## src/rtl/mux3_arbiter_if.sv

```systemverilog
// mux3_arbiter_if
//   Bundles the requester/datapath-facing signals of the MUX3 round-robin
//   arbiter.
//   REQ  [2:0]  request, REQ[0]=A, REQ[1]=B, REQ[2]=C
//   GNT  [2:0]  registered one-hot grant, same bit order as REQ, 000 = none
//   S    [1:0]  registered MUX3 select, 00=A 01=B 10=C
//   BUSY        registered, high while any grant is active
//   Modports:
//     master : requester side (drives REQ, observes GNT/S/BUSY)
//     slave  : arbiter side (observes REQ, drives GNT/S/BUSY)
interface mux3_arbiter_if;
  logic [2:0] REQ;
  logic [2:0] GNT;
  logic [1:0] S;
  logic       BUSY;

  modport master (output REQ, input GNT, input S, input BUSY);
  modport slave  (input REQ, output GNT, output S, output BUSY);
endinterface

```

## src/rtl/mux3_arbiter.sv

```systemverilog
// mux3_arbiter
//   Round-robin arbiter sharing one MUX3 datapath among three requesters
//   (A, B, C). Drives the MUX3 select directly and returns a one-hot grant.
//   An owner may hold the datapath for at most HOLD_MAX consecutive cycles
//   while another requester is waiting; alone, it may keep it indefinitely.
//   Ports:
//     clk    clock, all state updates on the rising edge
//     reset  asynchronous, active-low reset
//     bus    mux3_arbiter_if.slave (REQ in; GNT, S, BUSY out, all registered)
//   Parameters:
//     HOLD_MAX  max consecutive grant cycles per owner while others request (>=1)
module mux3_arbiter #(
  parameter int HOLD_MAX = 4
) (
  input  logic         clk,
  input  logic         reset,
  mux3_arbiter_if.slave bus
);

  localparam int CW = $clog2(HOLD_MAX + 1);
  localparam logic [CW-1:0] HOLD_CNT = CW'(HOLD_MAX);

  typedef enum logic {IDLE, GRANT} state_t;

  state_t          state_q, state_d;
  logic [2:0]      gnt_q, gnt_d;
  logic [1:0]      s_q, s_d;
  logic            busy_q, busy_d;
  logic [CW-1:0]   cnt_q, cnt_d;
  // Last owner; while in GRANT this is also the current owner.
  logic [1:0]      last_q, last_d;

  logic [2:0]      others;
  logic [2:0]      pick_src;
  logic [2:0]      pick;
  logic            do_take;

  // First requester in round-robin order starting after index 'after'.
  // Returns {found, index}.
  function automatic logic [2:0] rr_pick(input logic [2:0] req,
                                         input logic [1:0] after);
    logic [2:0] r;
    r = 3'b000;
    // Walk the order backwards so the nearest candidate overwrites the rest.
    for (int k = 3; k >= 1; k--) begin
      int i;
      i = (int'(after) + k) % 3;
      if (req[i]) r = {1'b1, 2'(i)};
    end
    return r;
  endfunction

  function automatic logic [2:0] onehot(input logic [1:0] idx);
    return 3'b001 << idx;
  endfunction

  always_ff @(posedge clk or negedge reset) begin
    if (!reset) begin
      state_q <= IDLE;
      gnt_q   <= 3'b000;
      s_q     <= 2'b00;
      busy_q  <= 1'b0;
      cnt_q   <= '0;
      last_q  <= 2'd2;   // C, so A has first priority out of reset
    end else begin
      state_q <= state_d;
      gnt_q   <= gnt_d;
      s_q     <= s_d;
      busy_q  <= busy_d;
      cnt_q   <= cnt_d;
      last_q  <= last_d;
    end
  end

  always_comb begin
    state_d  = state_q;
    gnt_d    = gnt_q;
    s_d      = s_q;
    busy_d   = busy_q;
    cnt_d    = cnt_q;
    last_d   = last_q;
    do_take  = 1'b0;
    pick_src = 3'b000;
    pick     = 3'b000;
    others   = bus.REQ & ~onehot(last_q);

    case (state_q)
      IDLE: begin
        if (|bus.REQ) begin
          do_take  = 1'b1;
          pick_src = bus.REQ;
        end
      end
      GRANT: begin
        if (bus.REQ[last_q]) begin
          if (cnt_q < HOLD_CNT) begin
            cnt_d = cnt_q + CW'(1);
          end else if (|others) begin
            // Hold limit reached with someone waiting: rotate.
            do_take  = 1'b1;
            pick_src = others;
          end
          // Alone at the limit: keep the grant, count stays saturated.
        end else if (|others) begin
          // Owner dropped: hand off on the same edge, no idle gap.
          do_take  = 1'b1;
          pick_src = others;
        end else begin
          state_d = IDLE;
          gnt_d   = 3'b000;
          busy_d  = 1'b0;
          cnt_d   = '0;
          // S keeps pointing at the previous owner.
        end
      end
      default: begin
        state_d = IDLE;
      end
    endcase

    if (do_take) begin
      pick    = rr_pick(pick_src, last_q);
      state_d = GRANT;
      gnt_d   = onehot(pick[1:0]);
      s_d     = pick[1:0];
      busy_d  = 1'b1;
      cnt_d   = CW'(1);
      last_d  = pick[1:0];
    end
  end

  assign bus.GNT  = gnt_q;
  assign bus.S    = s_q;
  assign bus.BUSY = busy_q;

endmodule

```

## src/flat_wrapper.sv

```systemverilog
// flat-port wrapper written by rule: the top's interface ports become plain ports
module mux3_arbiter_flat 
#(
  parameter int HOLD_MAX = 4
)
  (clk, reset, bus_REQ, bus_GNT, bus_S, bus_BUSY);
  mux3_arbiter_if bus_i ();
  input  logic clk;
  input  logic reset;
  input wire logic [$bits(bus_i.REQ)-1:0] bus_REQ;
  output wire logic [$bits(bus_i.GNT)-1:0] bus_GNT;
  output wire logic [$bits(bus_i.S)-1:0] bus_S;
  output wire logic [$bits(bus_i.BUSY)-1:0] bus_BUSY;
  assign bus_i.REQ = bus_REQ;
  assign bus_GNT = bus_i.GNT;
  assign bus_S = bus_i.S;
  assign bus_BUSY = bus_i.BUSY;
  mux3_arbiter #(.HOLD_MAX(HOLD_MAX)) u_core (.clk(clk), .reset(reset), .bus(bus_i));
endmodule
```

## config.mk

```make
export PLATFORM = sky130hd
export DESIGN_NAME = mux3_arbiter_flat
export DESIGN_NICKNAME = d
export VERILOG_FILES = /design/src/rtl/mux3_arbiter_if.sv /design/src/rtl/mux3_arbiter.sv /design/src/flat_wrapper.sv
export SDC_FILE = /design/constraint.sdc
export NUM_CORES = 1
export LEC_CHECK = 0
export CAP_MARGIN = 20
export CORE_ASPECT_RATIO = 0.75
export CORE_MARGIN = 8
export CORE_UTILIZATION = 30
export DETAILED_ROUTE_END_ITERATION = 12
export SLEW_MARGIN = 10
export SYNTH_ARGS = -nofsm -noshare
export SYNTH_HDL_FRONTEND = slang
export SYNTH_SLANG_ARGS = --single-unit
```

## constraint.sdc

```tcl
create_clock -name clk -period 2.42 [get_ports clk]
set_input_delay 0.242 -clock clk [delete_from_list [all_inputs] [get_ports clk]]
set_output_delay 0.242 -clock clk [all_outputs]
set_load 0.03 [all_outputs]
```

### Word level (Yosys, flattened, before mapping)

Index checks and enable logic that the tools add are counted.
Widths: inputs -> output; s select.

| cells by class | value |
|---|---|
| add/subtract/negate cells | 4 |
| div/mod/pow operators | 3 |
| $lt $le $gt $ge | 5 |
| equality and inequality tests | 4 |
| shift-type cells | 2 |
| mux-type cells | 40 |
| bitwise logic cells | 3 |
| reductions and logical operators | 5 |

Operator list:

| kind | count |
|---|---|
| $lt 32x4->1 const B | 3 |
| $mod 32x3->32 const B | 3 |
| $mux 3 | 12 |
| $mux 1 | 18 |
| $bmux 1 s2 | 4 |
| $mux 2 | 4 |
| $add 2x2->3 const B | 2 |
| $pmux 3 s2 | 1 |
| $reduce_and 3->1 | 2 |
| $reduce_or 3->1 | 2 |
| $shl 1x2->3 const A | 2 |
| $ne 2x1->1 const B | 2 |
| $add 2x1->3 const B | 1 |
| $add 3x1->3 const B | 1 |
| $and 3x3->3 | 1 |
| $lt 2x3->1 const B | 1 |
| $lt 3x3->1 const B | 1 |
| $ne 3x1->1 const B | 1 |
| $ne 3x2->1 const B | 1 |
| $not 3->3 | 1 |
| $pmux 1 s2 | 1 |
| $reduce_bool 2->1 | 1 |
| $not 1->1 | 1 |

| storage, ports and cells | value |
|---|---|
| register bits after elaboration | 12 |
| input bits | 5 |
| output and inout port bits | 6 |
| logic and storage cells | 72 |

### Depth between registers and ports, before layout

| depth | value |
|---|---|
| depth in word-level cells | 17 |
| depth in mapped cells | 8 |

### Worst setup path after synthesis

No wires, ideal clock.

| timing path | value |
|---|---|
| kind | register to register |
| start point | register u_core.last_q[1] |
| end point | register u_core.cnt_q[0] |
| setup time | 0.127 ns |
| arrival | 1.806 ns |
| required time | 2.293 ns |
| setup slack | 0.487 ns |
| cell stages (with the launch flop) | 8 |
| path buffers | 0 |
| period minus slack after synthesis | 1.933 ns |
| cell sequence | dfstp_2 inv_1 ha_1 o221ai_1 a21oi_1 a21o_2 nand2_1 mux2_1 |

| between the ends | value |
|---|---|
| word-level cells in the longest chain between the ends | 10 |
| elaborated cells between the ends (all ways) | 17 |
| classes of those cells | 2 x eq/ne; 1 x shift; 9 x mux; 2 x bitwise; 3 x reduce/logical |

Ends and longest elaborated chain:

| element | RTL line | RTL |
|---|---|---|
| start: declaration | mux3_arbiter.sv:31 | `logic [1:0] last_q, last_d;` |
| start signal: assignment | mux3_arbiter.sv:71 | `last_q <= last_d;` |
| $shl 1x2->3 | mux3_arbiter.sv:54 | `return 3'b001 << idx;` |
| $not 3->3 | mux3_arbiter.sv:85 | `others = bus.REQ & ~onehot(last_q);` |
| $and 3x3->3 | mux3_arbiter.sv:85 |  |
| $reduce_or 3->1 | mux3_arbiter.sv:98, mux3_arbiter.sv:104 |  |
| $mux 1 | mux3_arbiter.sv:98, mux3_arbiter.sv:104 |  |
| $mux 1 | mux3_arbiter.sv:96 | `if (cnt_q < HOLD_CNT) begin` |
| $mux 1 | mux3_arbiter.sv:95 | `if (bus.REQ[last_q]) begin` |
| $pmux 1 s2 | mux3_arbiter.sv:87 | `case (state_q)` |
| $ne 3x2->1 (no source line), or another cell as far along | - |  |
| $reduce_and 3->1 (no source line) | - |  |
| end signal: assignment | mux3_arbiter.sv:70 | `cnt_q <= cnt_d;` |
| end: declaration | mux3_arbiter.sv:29 | `logic [CW-1:0] cnt_q, cnt_d;` |

Parallel ways exist; a longest one is shown, timed or not. The select of a mux whose other input is x is not followed.
A chain may end at the register's enable or synchronous reset.

### Final worst setup path

| timing path | value |
|---|---|
| start point | register u_core.last_q[0] |
| end point | register u_core.cnt_q[0] |

The elaborated chain is that of the path after synthesis.

==> flow_summary_export.csv <==
group,metric,value,unit
drt,finalWirelength,1.46,mm
sta,fin_tns_setup,0,ns
sta,fin_crit_sh,88.7,%
placement,place_hpwl,1.16,mm
clocking,cts_setup_buffers,0,
sta,worstMarginPinSlew,0.493,ns
power_and_ir_drop,clkPwrFrac,11.3,%
cells_and_area,final_cell_area,871,µm²
sta,fin_skew,0.00226,ns
clocking,clk_latency,0.27,ns
worst_setup_path,reg2reg_depth,7,
worst_setup_path,crit_buf_inv,1,
die,die_w,72.3,µm
run,drv_cap,0,
placement,place.gp.congestion,0.859,
global_route,track_usage,7.86,%
worst_setup_path,crit_path_cell_trace,"inv_1 > ha_1 > o221ai_1 > a21oi_1 > a21o_2 > nand2_1 > mux2_1",
yosys,ys_ff_latch,11,
die,io_pins,11,
power_and_ir_drop,sw_frac_of_total,45.7,%
clocking,clock_path_buffers,2,
clocking,cts_hold_buf,0,
power_and_ir_drop,pwr-share-seq,30.4,%
yosys,yosys-top-cells-area,"dfrtp_1 (35%), ha_1 (11%), nand2_1 (7.4%)",
hold_path,hold_class,"in2async",
worst_setup_path,arrival,2.30,ns
die,dieArea,0.00420,mm²
global_route,grt_max_degree,12,
yosys,syn_inst,78,
worst_setup_path,crit_type,"reg2reg",
worst_setup_path,crit_path_max_incr_delay,0.52,ns
power_and_ir_drop,p_switching,508,µW
power_and_ir_drop,irDropWorstVdd,0.000475,V
clocking,cts_tree,"yes",
clocking,clkTransAtPathRegs,0.07,ns
cells_and_area,n_fill_cell,230,
die,core_area,0.00227,mm²
cells_and_area,drive_gt1_share,11.1,%
yosys,synth-seq-area-share,38.8,%
yosys,synth.top_cell.area_share,35.1,%
sta,hold_violations,0,
placement,io_buffers,10,
sta,fin_crit,2.15,ns
cells_and_area,areaGrowthSynthToFinish,22.3,%
worst_setup_path,r2r_slack,0.27,ns
power_and_ir_drop,power_density,1270,mW/mm²
clocking,cts_root_buf,"clkbuf_4",
yosys,synth.avg_cell_area,9.13,µm²
clocking,cts_resized,0,
global_route,grt_pass1_wl,2.60,mm
placement,place_ws,0.289,ns
drt,ant_nets,0,
worst_setup_path,endpoint_kind,"flop",
sta,worst_slack,0.274,ns
cells_and_area,final_cells,124,
die,fp-row-count,15,
yosys,yosys_warnings,0,
drt,num_vias,579,
sta,setup_viol,0,
global_route,gr-total-overflow,0,
drt,drc,0,
cells_and_area,nNetsFinal,102,
clocking,cts_sinks,11,
power_and_ir_drop,p_comb_share,58.4,%
power_and_ir_drop,p_int,602,µW
drt,vias_per_cell,4.67,
sta,slew_violations,0,
sta,slew_headroom,67.0,%
worst_setup_path,path_max_fanout,7,
worst_setup_path,startpoint_type,"flop",
outcome,status,"completed",
placement,place_area,843,µm²
die,initial_core_util,31.3,%
worst_setup_path,cp.depth,7,
cells_and_area,insertedDiodeCount,0,
yosys,syn-num-nets,89,
cells_and_area,final_util,38.3,%
power_and_ir_drop,leakage,0.000375,µW
global_route,grt_pass1_vias,581,
global_route,antenna_found_initial,0,
sta,fmax,466,MHz
yosys,syn-cell-area,712,µm²
die,die_y,58.2,µm
drt,wl_per_cell,11.7,µm
placement,placedCellCount,120,
yosys,synth_top_area_cell,"dfrtp_1",
clocking,htree_levels,1,
clocking,numCtsBuffers,3,
drt,drt_iter0_markers,42,
worst_setup_path,slowest_stage,"dfrtp_1",
yosys,synth_cell_type_count,31,
worst_setup_path,cp.required,2.58,ns
worst_setup_path,crit_family,"compound AO/OA/AOI/OAI gates",
sta,rsz0062_at_grt,"false",
drt,dr.pass1.iters,4,
## cells in the final DEF (no fill, tap or decap), drive strengths merged
master,instances
nand2,15
clkdlybuf4s50,10
dfrtp,10
o21ai,9
inv,8
ha,6
a21oi,4
nand3,3
clkbuf,3
o221ai,2
nand3b,2
a21o,2
nor4,1
nand2b,1
mux2i,1
nor3,1
nor2,1
o21a,1
a21boi,1
o31ai,1
o22ai,1
a221o,1
a31oi,1
o211ai,1
a32o,1
mux2,1
clkinv,1
dfstp,1
## power groups by stage
stage / registers, µW / logic (µW) / clock network (µW)
CTS: 338 / 654 / 133
detailed placement: 340 / 649 / 0
floorplan: 384 / 428 / 0
finish: 337 / 648 / 125
global placement: 344 / 658 / 0
global route: 349 / 737 / 143
## metrics by stage
stage	power, µW	hold slack, ns
global route	1230	0.335
CTS	1120	0.308
detailed placement	989	0.468
finish	1110	0.301
floorplan	812	-0.0536
global placement	1000	0.469
## synthesized netlist by cell type
master,n
inv_1,8
nand3b_1,2
a32o_1,1
nand2b_1,1
clkbuf_1,1
a21boi_0,1
nor3_1,1
nor4_2,1
o21a_1,1
ha_1,6
nor2_1,1
a31oi_1,1
a221o_1,1
dfrtp_1,10
o31ai_1,1
mux2i_2,1
a21o_2,1
a21o_1,1
dfstp_2,1
o21ai_1,2
o22ai_1,1
nand2_1,14
mux2_1,1
o211ai_1,1
a21oi_1,4
o221ai_1,2
o21ai_0,6
nand3_1,3
nand2_4,1
buf_4,1
o21ai_4,1
## state kept, by name (all words and copies together) (netlist names)
name	cells
u_core.bus.GNT	3
u_core.last_q	2
u_core.bus.S	1
u_core.bus.BUSY	1
u_core.cnt_q	3
u_core.state_q	1
## final timing paths
| kind | end | from |
|---|---|---|
| min in group clk | u_core.bus.S[1] | u_core.bus.S[1] |
| min | u_core.cnt_q[1] | reset |
| max reg2reg | u_core.cnt_q[0] | u_core.last_q[0] |
| max | u_core.cnt_q[0] | u_core.last_q[0] |
| max in group asynchronous | u_core.last_q[1] | reset |
| min reg2reg | u_core.bus.S[1] | u_core.bus.S[1] |
## layout make-up
| cell class | count | area [µm²] | share of cell area [%] |
|---|---|---|---|
| clock buffer | 3 | 22.5 | 2.59 |
| clock inverter | 1 | 5.00 | 0.575 |
| inverter | 8 | 30.0 | 3.45 |
| multi-input combinational | 57 | 394 | 45.3 |
| sequential | 11 | 277 | 31.8 |
| tap | 34 | 42.5 | 4.89 |
| timing repair buffer | 10 | 100 | 11.5 |
## kinds of logic (layout without fill, tap and decap cells)
logic type / Yosys count / in the layout / synth area share (%)
adder cells (fa/ha/maj): 6 / 6 / 10.5
buffers and inverters: 10 / 22 / 5.80
AO/OA/AOI/OAI: 25 / 25 / 24.3
flip-flops: 11 / 11 / 38.8
AND/OR/NAND/NOR: 24 / 24 / 17.0
multiplexers: 2 / 2 / 3.51
## layer usage
metal	vias up	part of all wire (%)	GRT usage, %
li1	298	-	-
met5	-	0	0
met2	15	45	11.6
met4	0	0	2.61
met3	0	7.8	4.48
met1	266	47	9.33
## worst register-to-register path: stages, from the launching register on
cell and delay (ns):
dfrtp_1 0.52, inv_1 0.15, ha_1 0.26, o221ai_1 0.33
a21oi_1 0.12, a21o_2 0.26, nand2_1 0.07, mux2_1 0.31
No activity file was read; power rests on OpenSTA's default activity.
